## src/rtl/serial_loader.sv

```systemverilog
// ---------------------------------------------------------------------------
// serial_loader : UART command loader (W/R word access, ACK/NAK responses)
// Option macro: SERIAL_LOADER_CHECKSUM_EN (XOR checksum byte on writes)
// Revision 1.0
// ---------------------------------------------------------------------------
`default_nettype none

module serial_loader #(
    parameter int unsigned TIMEOUT_CYCLES = 32'd50000000
) (
    input  logic        clk,
    input  logic        rst,
    input  logic [7:0]  rx_byte,
    input  logic        rx_valid,
    output logic [7:0]  tx_byte,
    output logic        tx_start,
    input  logic        tx_ready,
    output logic [31:0] mem_addr,
    output logic [31:0] mem_wdata,
    output logic        mem_we,
    output logic        mem_re,
    input  logic [31:0] mem_rdata,
    output logic        busy,
    output logic        error
);

    localparam logic [7:0] CMD_WRITE = 8'h57;
    localparam logic [7:0] CMD_READ  = 8'h52;
    localparam logic [7:0] RSP_ACK   = 8'h06;
    localparam logic [7:0] RSP_NAK   = 8'h15;

    typedef enum logic [3:0] {
        IDLE,
        ADDR,
        DATA,
`ifdef SERIAL_LOADER_CHECKSUM_EN
        CSUM,
`endif
        WRITE,
        READ_REQ,
        READ_WAIT,
        SEND,
        SEND_WAIT
    } state_t;

    state_t      state, state_d;
    logic        is_read, is_read_d;
    logic [1:0]  byte_cnt, byte_cnt_d;
    logic [31:0] gap_cnt, gap_d;
    logic [31:0] shift_reg, shift_d;
    logic [31:0] addr_buf, addr_buf_d;
    logic [31:0] mem_addr_d, mem_wdata_d;
    logic [31:0] resp_buf, resp_d;
    logic [2:0]  resp_left, left_d;
    logic        first_wait, first_d;
    logic [31:0] shifted;
    logic        timed_out;
`ifdef SERIAL_LOADER_CHECKSUM_EN
    logic [7:0]  csum, csum_d;
`endif

    assign shifted   = {shift_reg[23:0], rx_byte};
    assign timed_out = (gap_cnt == TIMEOUT_CYCLES);
    assign busy      = (state != IDLE);
    assign tx_byte   = resp_buf[31:24];

    always_ff @(posedge clk or negedge rst) begin
        if (!rst) begin
            state      <= IDLE;
            is_read    <= 1'b0;
            byte_cnt   <= 2'd0;
            gap_cnt    <= 32'd0;
            shift_reg  <= 32'd0;
            addr_buf   <= 32'd0;
            mem_addr   <= 32'd0;
            mem_wdata  <= 32'd0;
            resp_buf   <= 32'd0;
            resp_left  <= 3'd0;
            first_wait <= 1'b0;
`ifdef SERIAL_LOADER_CHECKSUM_EN
            csum       <= 8'd0;
`endif
        end else begin
            state      <= state_d;
            is_read    <= is_read_d;
            byte_cnt   <= byte_cnt_d;
            gap_cnt    <= gap_d;
            shift_reg  <= shift_d;
            addr_buf   <= addr_buf_d;
            mem_addr   <= mem_addr_d;
            mem_wdata  <= mem_wdata_d;
            resp_buf   <= resp_d;
            resp_left  <= left_d;
            first_wait <= first_d;
`ifdef SERIAL_LOADER_CHECKSUM_EN
            csum       <= csum_d;
`endif
        end
    end

    always_comb begin
        state_d     = state;
        is_read_d   = is_read;
        byte_cnt_d  = byte_cnt;
        gap_d       = 32'd0;
        shift_d     = shift_reg;
        addr_buf_d  = addr_buf;
        mem_addr_d  = mem_addr;
        mem_wdata_d = mem_wdata;
        resp_d      = resp_buf;
        left_d      = resp_left;
        first_d     = first_wait;
`ifdef SERIAL_LOADER_CHECKSUM_EN
        csum_d      = csum;
`endif
        tx_start    = 1'b0;
        mem_we      = 1'b0;
        mem_re      = 1'b0;
        error       = 1'b0;

        case (state)
            IDLE: begin
                if (rx_valid) begin
                    byte_cnt_d = 2'd0;
`ifdef SERIAL_LOADER_CHECKSUM_EN
                    csum_d     = rx_byte;
`endif
                    case (rx_byte)
                        CMD_WRITE: begin
                            is_read_d = 1'b0;
                            state_d   = ADDR;
                        end
                        CMD_READ: begin
                            is_read_d = 1'b1;
                            state_d   = ADDR;
                        end
                        default: begin
                            resp_d  = {RSP_NAK, 24'h0};
                            left_d  = 3'd1;
                            state_d = SEND;
                        end
                    endcase
                end
            end
            ADDR: begin
                // A byte in the timeout cycle wins over the abort
                if (rx_valid) begin
                    shift_d    = shifted;
                    byte_cnt_d = byte_cnt + 2'd1;
`ifdef SERIAL_LOADER_CHECKSUM_EN
                    csum_d     = csum ^ rx_byte;
`endif
                    if (byte_cnt == 2'd3) begin
                        if (is_read) begin
                            mem_addr_d = shifted;
                            state_d    = READ_REQ;
                        end else begin
                            addr_buf_d = shifted;
                            state_d    = DATA;
                        end
                    end
                end else if (timed_out) begin
                    error   = 1'b1;
                    state_d = IDLE;
                end else begin
                    gap_d = gap_cnt + 32'd1;
                end
            end
            DATA: begin
                if (rx_valid) begin
                    shift_d    = shifted;
                    byte_cnt_d = byte_cnt + 2'd1;
`ifdef SERIAL_LOADER_CHECKSUM_EN
                    csum_d     = csum ^ rx_byte;
                    if (byte_cnt == 2'd3) begin
                        state_d = CSUM;
                    end
`else
                    if (byte_cnt == 2'd3) begin
                        mem_addr_d  = addr_buf;
                        mem_wdata_d = shifted;
                        state_d     = WRITE;
                    end
`endif
                end else if (timed_out) begin
                    error   = 1'b1;
                    state_d = IDLE;
                end else begin
                    gap_d = gap_cnt + 32'd1;
                end
            end
`ifdef SERIAL_LOADER_CHECKSUM_EN
            CSUM: begin
                if (rx_valid) begin
                    if (rx_byte == csum) begin
                        mem_addr_d  = addr_buf;
                        mem_wdata_d = shift_reg;
                        state_d     = WRITE;
                    end else begin
                        resp_d  = {RSP_NAK, 24'h0};
                        left_d  = 3'd1;
                        state_d = SEND;
                    end
                end else if (timed_out) begin
                    error   = 1'b1;
                    state_d = IDLE;
                end else begin
                    gap_d = gap_cnt + 32'd1;
                end
            end
`endif
            WRITE: begin
                mem_we  = 1'b1;
                resp_d  = {RSP_ACK, 24'h0};
                left_d  = 3'd1;
                state_d = SEND;
            end
            READ_REQ: begin
                mem_re  = 1'b1;
                state_d = READ_WAIT;
            end
            READ_WAIT: begin
                resp_d  = mem_rdata;
                left_d  = 3'd4;
                state_d = SEND;
            end
            SEND: begin
                if (tx_ready) begin
                    tx_start = 1'b1;
                    left_d   = resp_left - 3'd1;
                    first_d  = 1'b1;
                    state_d  = SEND_WAIT;
                end
            end
            SEND_WAIT: begin
                // tx_ready may still show the pre-start idle level on the first cycle
                if (first_wait) begin
                    first_d = 1'b0;
                end else if (tx_ready) begin
                    resp_d  = {resp_buf[23:0], 8'h00};
                    state_d = (resp_left != 3'd0) ? SEND : IDLE;
                end
            end
            default: begin
                state_d = IDLE;
            end
        endcase
    end

endmodule

`default_nettype wire

```

## config.mk

```make
export PLATFORM = sky130hd
export DESIGN_NAME = serial_loader
export DESIGN_NICKNAME = d
export VERILOG_FILES = /design/src/rtl/serial_loader.sv
export SDC_FILE = /design/constraint.sdc
export NUM_CORES = 1
export LEC_CHECK = 0
export ABC_CLOCK_PERIOD_IN_PS = 2300
export BUFFER_PORTS_ARGS = -buffer_cell sky130_fd_sc_hd__buf_2
export CAP_MARGIN = 20
export CORE_MARGIN = 5
export CORE_UTILIZATION = 50
export CTS_CLUSTER_SIZE = 28
export DETAILED_ROUTE_END_ITERATION = 6
export HOLD_SLACK_MARGIN = 0.1
export PLACE_DENSITY = 0.82
export SYNTH_ARGS = -nofsm -noshare
export SYNTH_HDL_FRONTEND = slang
export SYNTH_SLANG_ARGS = --single-unit
```

## constraint.sdc

```tcl
create_clock -name clk -period 2.3 [get_ports clk]
set_input_delay 0.115 -clock clk [delete_from_list [all_inputs] [get_ports clk]]
set_output_delay 0.115 -clock clk [all_outputs]
set_load 0.02 [all_outputs]
```

==> results.json, run 1 <==
{
  "final_cell_area_um2": 10900,
  "cts_root_buf": "clkbuf_16",
  "setup_viol": 2,
  "min_from": "mem_rdata[25]",
  "synth_edf_count": 0,
  "io_buffers": 120,
  "power_density_nw_per_um2": 889,
  "synth_ff_type": "dfrtp_1",
  "hold_class": "input port to register",
  "r2r_slack_ns": 0,
  "skew_ns": 0.0123,
  "final.setup.worst_slack_ns": -0.0381,
  "cts-buffers-inserted": 17,
  "core_um2": 17100,
  "rows": 48,
  "crit_required_ns": 2.18,
  "drive_above_1_share_pct": 32.4,
  "dieArea_um2": 20000,
  "finalNetCount": 985,
  "postSynthNetCount": 808,
  "layout_commonest_cell": "dfrtp_1",
  "place_inst": 1090,
  "fp.dieW_um": 141,
  "die_h_um": 141,
  "final_cell_count_no_fill": 1173,
  "num_antenna_cells": 0,
  "finalCriticalPeriod_ns": 2.34,
  "final_cell_mix": "194 x dfrtp_1, 118 x buf_2, 85 x mux2_2",
  "area_growth_pct": 26.0,
  "antenna_found_initial": 0,
  "arrival_ns": 2.22,
  "rsz0062_at_grt": "yes",
  "syn_avg_cell_area_um2": 11.4,
  "ys_types": 51,
  "clkLatencyLatePin_ns": 0.44,
  "crit_type": "register to primary output",
  "place_congestion": 0.877,
  "violations": "negative setup slack",
  "start_util_pct": 50.4,
  "period_share_pct": 102,
  "maxSlewHeadroom_pct": 48.0,
  "grt_usage_pct": 21.3,
  "avgViaCountPerCell": 5.57,
  "wl_mm": 20.7,
  "worstSetupStartpoint": "gap_cnt[5]",
  "ys_ff_latch": 195,
  "postPlaceCellArea_um2": 9670,
  "synthesis.area_um2": 8620,
  "synthArstFlopShare_pct": 100,
  "synth.yosys.warnings": 0,
  "grt_max_degree": 72,
  "ir_drop_mv": 0.594,
  "max_freq_mhz": 428,
  "leakagePower_nw": 5.15,
  "cts.htree.levels": 4,
  "drc": 0,
  "finalHoldViolCount": 0,
  "ios": 121,
  "cts_tree": "done",
  "drt-initial-drc-count": 464,
  "ant_nets": 0,
  "tightestPinTransition_ns": 0.773,
  "finalMaxSlewViolations": 0,
  "cp_max_fo": 4,
  "via_count": 6531,
  "cap_violations": 0,
  "r2r-start": "gap_cnt[6]",
  "status": "finished, violations left",
  "syn_inst": 759,
  "cts_max_path_buffers": 2,
  "globalRouteOverflowTotal": 0,
  "end_kind": "primary output",
  "hpwlAfterDp_mm": 12.9,
  "wl_per_cell_um": 17.7,
  "cp-start-kind": "register",
  "cts.sinks": 195,
  "grt_pass1_wl_mm": 34.4,
  "cts.clk_slew.worst_paths_ns": 0.07,
  "finalPower_w": 0.00965,
  "synth_seq_area_share_pct": 56.6,
  "dr.pass1.iters": 5,
  "grt_pass1_vias": 6874
}
-- cells by family after synthesis --
| logic type | after synthesis | synth area share [%] |
|---|---|---|
| multiplexers | 118 | 14.9 |
| XOR/XNOR | 26 | 2.64 |
| buffers and inverters | 64 | 3.18 |
| AND/OR/NAND/NOR | 209 | 11.8 |
| adder cells (fa/ha/maj) | 5 | 0.726 |
| flip-flops | 195 | 56.6 |
| other | 1 | 0.0435 |
| AO/OA/AOI/OAI | 141 | 10.0 |
-- worst max-delay path: stages (launching register included) --
cell and delay [ns]:
dfrtp_1 0.40, or4_4 0.55, nor4_4 0.31, and2_4 0.22, nand2_4 0.07, nor2_4 0.11, buf_6 0.13
-- cells in the mapped netlist, drive strengths merged, types with 12 or more instances --
cell type	count	area [µm²]
mux2i	32	320
xor2	13	114
dfrtp	195	4880
buf	15	90.1
o21ai	68	340
inv	16	60.1
clkbuf	33	124
nand2	77	289
nand4	12	81.3
mux2	86	968
a22oi	20	150
a21oi	18	90.1
nor2	47	176
nand3	17	85.1
xnor2	13	114
-- routing by layer --
metal | track usage (%) | up-vias | wire length (µm)
li1 | - | 3042 | -
met1 | 28.1 | 3285 | 8960
met2 | 35.3 | 166 | 10300
met3 | 3.88 | 38 | 940
met4 | 7.85 | 0 | 501
met5 | 0 | - | 0
-- through the flow --
step	setup TNS [ns]	setup slack, ns	util (%)	hold WS, ns
4_1_cts	0	0.000851	63.0	0.130
3_3_place_gp	0	0.0683	56.5	0.150
2_1_floorplan	0	0.0279	-	-0.181
3_5_place_dp	0	0.0113	56.5	0.148
6_report	-0.0419	-0.0381	63.5	0.147
5_1_grt	-0.197	-0.140	63.5	0.208
-- final cells by class --
cell class / count / area, µm²
Multi-Input combinational cell: 500 / 3580
Tap cell: 225 / 282
Fill cell: 1258 / 6260
Clock inverter: 14 / 191
Timing Repair Buffer: 206 / 1440
Sequential cell: 195 / 4880
Inverter: 16 / 60.1
Clock buffer: 17 / 425
-- repair_timing --
action                     in CTS  in global routing
pin swaps                       4                 11
setup buffers                   8                  5
hold endpoints to repair      126                  0
gates cloned                    0                  2
setup endpoints to repair       2                 28
hold buffers                   40                  0
resized for setup               9                 15
-- where the power goes --
group | switching (W) | internal [W] | total, W
Combinational | 0.00117 | 0.000946 | 0.00212
Clock | 0.00135 | 0.00174 | 0.00309
Sequential | 0.000510 | 0.00393 | 0.00444
Total | 0.00303 | 0.00663 | 0.00965
-- worst paths after layout --
check,depth (start not counted),to
min in group asynchronous,2,addr_buf[30]
hold reg to reg,2,mem_addr[27]
setup / recovery,6,error
max in group asynchronous,3,addr_buf[8]
hold / removal,4,resp_buf[25]
setup reg to reg,6,gap_cnt[28]
Power figures use the tool's default switching activity.
==> run 2, diff against run 1 <==
SKIP_CTS_REPAIR_TIMING = 1   (was default)
==> run 2 against run 1 <==
  * Power down 0.22%
  * Die area unchanged
  * The run still ends with negative setup slack left
  * Sequential power about the same
  * Flip-flop and latch count unchanged
  * Combinational power about the same
  * Setup slack better by 0.037 ns
  * Critical path type is now register to register
  * Clock power about the same
  * Routed wire length down 3.4%
  * Register-to-register slack about the same
  * Maximum frequency up 1.6%
  * Via count down 2.1%
  * First-iteration DRC count up 1.5%
==> results.json, run 2 (synthesis results as in run 1) <==
{
  "finalCriticalPeriod_ns": 2.30,
  "busiest_layer": "met2",
  "cts.clk_slew.worst_paths_ns": 0.07,
  "num_antenna_cells": 0,
  "leakagePower_nw": 5.05,
  "via_count": 6393,
  "cp_max_fo": 3,
  "reg2reg_depth": 6,
  "register_area_um2": 4880,
  "layout_commonest_cell": "dfrtp_1",
  "final.setup.worst_slack_ns": -0.00102,
  "violations": "negative setup slack",
  "core_um2": 17100,
  "ant_nets": 0,
  "clkLatencyLatePin_ns": 0.44,
  "cts-buffers-inserted": 17,
  "grt_max_degree": 72,
  "hold_class": "input port to register",
  "finalHoldViolCount": 0,
  "cts_root_buf": "clkbuf_16",
  "crit_required_ns": 2.66,
  "cts_tree": "done",
  "ios": 121,
  "arrival_ns": 2.66,
  "multiInputGateArea_um2": 3550,
  "grtUsageMet2_pct": 32.9,
  "worstReg2RegEnd": "gap_cnt[28]",
  "antenna_found_initial": 0,
  "cp_common_cell": "or4_4",
  "tightestPinTransition_ns": 0.534,
  "period_share_pct": 100,
  "io_buffers": 120,
  "worstSetupStartpoint": "gap_cnt[0]",
  "cts.sinks": 195,
  "cts_max_path_buffers": 2,
  "dr.pass1.iters": 5,
  "finalMaxSlewViolations": 0,
  "gr-usage-met3_pct": 3.81,
  "cap_violations": 0,
  "endpoint": "gap_cnt[28]",
  "drt-initial-drc-count": 471,
  "rows": 48,
  "grt_pass1_vias": 6545,
  "area_growth_pct": 24.4,
  "cp-start-kind": "register",
  "fp.dieW_um": 141,
  "start_util_pct": 50.4,
  "end_kind": "register",
  "ir_drop_mv": 0.594,
  "finalPower_w": 0.00963,
  "finalSetupTns_ns": -0.00102,
  "crit_type": "register to register",
  "skew_ns": 0.0121,
  "power_density_nw_per_um2": 898,
  "die_h_um": 141,
  "cpMaxStageDelayCell": "or4_4",
  "drc": 0,
  "maxSlewHeadroom_pct": 64.4,
  "grt_use_met1_pct": 27.3,
  "r2r_slack_ns": -0.001,
  "drive_above_1_share_pct": 31.6,
  "postPlaceCellArea_um2": 9670,
  "cts.htree.levels": 4,
  "finalNetCount": 972,
  "final_cell_area_um2": 10700,
  "fillers": 1281,
  "grt_pass1_wl_mm": 32.7,
  "wl_per_cell_um": 17.3,
  "max_freq_mhz": 435,
  "setup_viol": 1,
  "crit_chain": "ha_4, nand4_4, or4_4, or4_4, or3_4, a21oi_2",
  "dieArea_um2": 20000,
  "rsz0062_at_grt": "yes",
  "utilization_pct": 62.6,
  "hpwlAfterDp_mm": 12.9,
  "grt_usage_pct": 20.1,
  "place_congestion": 0.877,
  "slowest_delay_ns": 0.55,
  "status": "finished, violations left",
  "whs_ns": 0.109,
  "globalRouteOverflowTotal": 0,
  "wl_mm": 20.0,
  "r2r-start": "gap_cnt[0]",
  "avgViaCountPerCell": 5.51,
  "final_cell_mix": "193 x dfrtp_1, 118 x buf_2, 85 x mux2_2"
}
==> run 2: worst min-delay path by stage <==
stage / startpoint / endpoint / slack [ns] / cells after the start
CTS: rst / addr_buf[30] / -0.32 / 1
global route: mem_rdata[26] / resp_buf[26] / 0.14 / 4
global placement: rst / mem_addr[30] / 0.15 / 1
detailed placement: rst / mem_addr[30] / 0.15 / 1
finish: mem_rdata[26] / resp_buf[26] / 0.11 / 4
floorplan: rst / addr_buf[0] / -0.18 / 0
==> run 2: layout make-up <==
class | count | share of cell area (%)
Sequential cell | 195 | 45.5
Multi-Input combinational cell | 500 | 33.1
Timing Repair Buffer | 193 | 12.4
Clock buffer | 17 | 3.97
Tap cell | 225 | 2.63
Clock inverter | 14 | 1.79
Inverter | 16 | 0.560
==> run 2: metrics by stage <==
step	std cells	worst slack, ns
2_1_floorplan	759	0.0279
3_3_place_gp	1090	0.0683
3_5_place_dp	1090	0.0113
4_1_cts	1121	-0.269
5_1_grt	1160	-0.0741
6_report	1160	-0.00102
==> run 2: layer usage <==
| layer | up-vias | routed length [µm] | share of wire (%) |
|---|---|---|---|
| met5 | - | 0 | 0 |
| met4 | 0 | 392 | 2.0 |
| met1 | 3196 | 8890 | 44 |
| met3 | 28 | 835 | 4.2 |
| li1 | 3019 | - | - |
| met2 | 150 | 9900 | 49 |
==> run 2: where the power goes <==
group | switching [W] | total, W | leakage (nW) | internal, W
Sequential | 0.000512 | 0.00445 | 2.66 | 0.00393
Combinational | 0.00117 | 0.00210 | 2.09 | 0.000935
Clock | 0.00134 | 0.00309 | 0.305 | 0.00174
==> run 2: critical path, delay by kind of cell, from the launching register on <==
kind | cells | cell delay [ns]
adders and majority gates | 1 | 0.17
AOI/OAI and AO/OA | 1 | 0.12
DFF | 1 | 0.40
and+or+nand+nor | 4 | 1.54
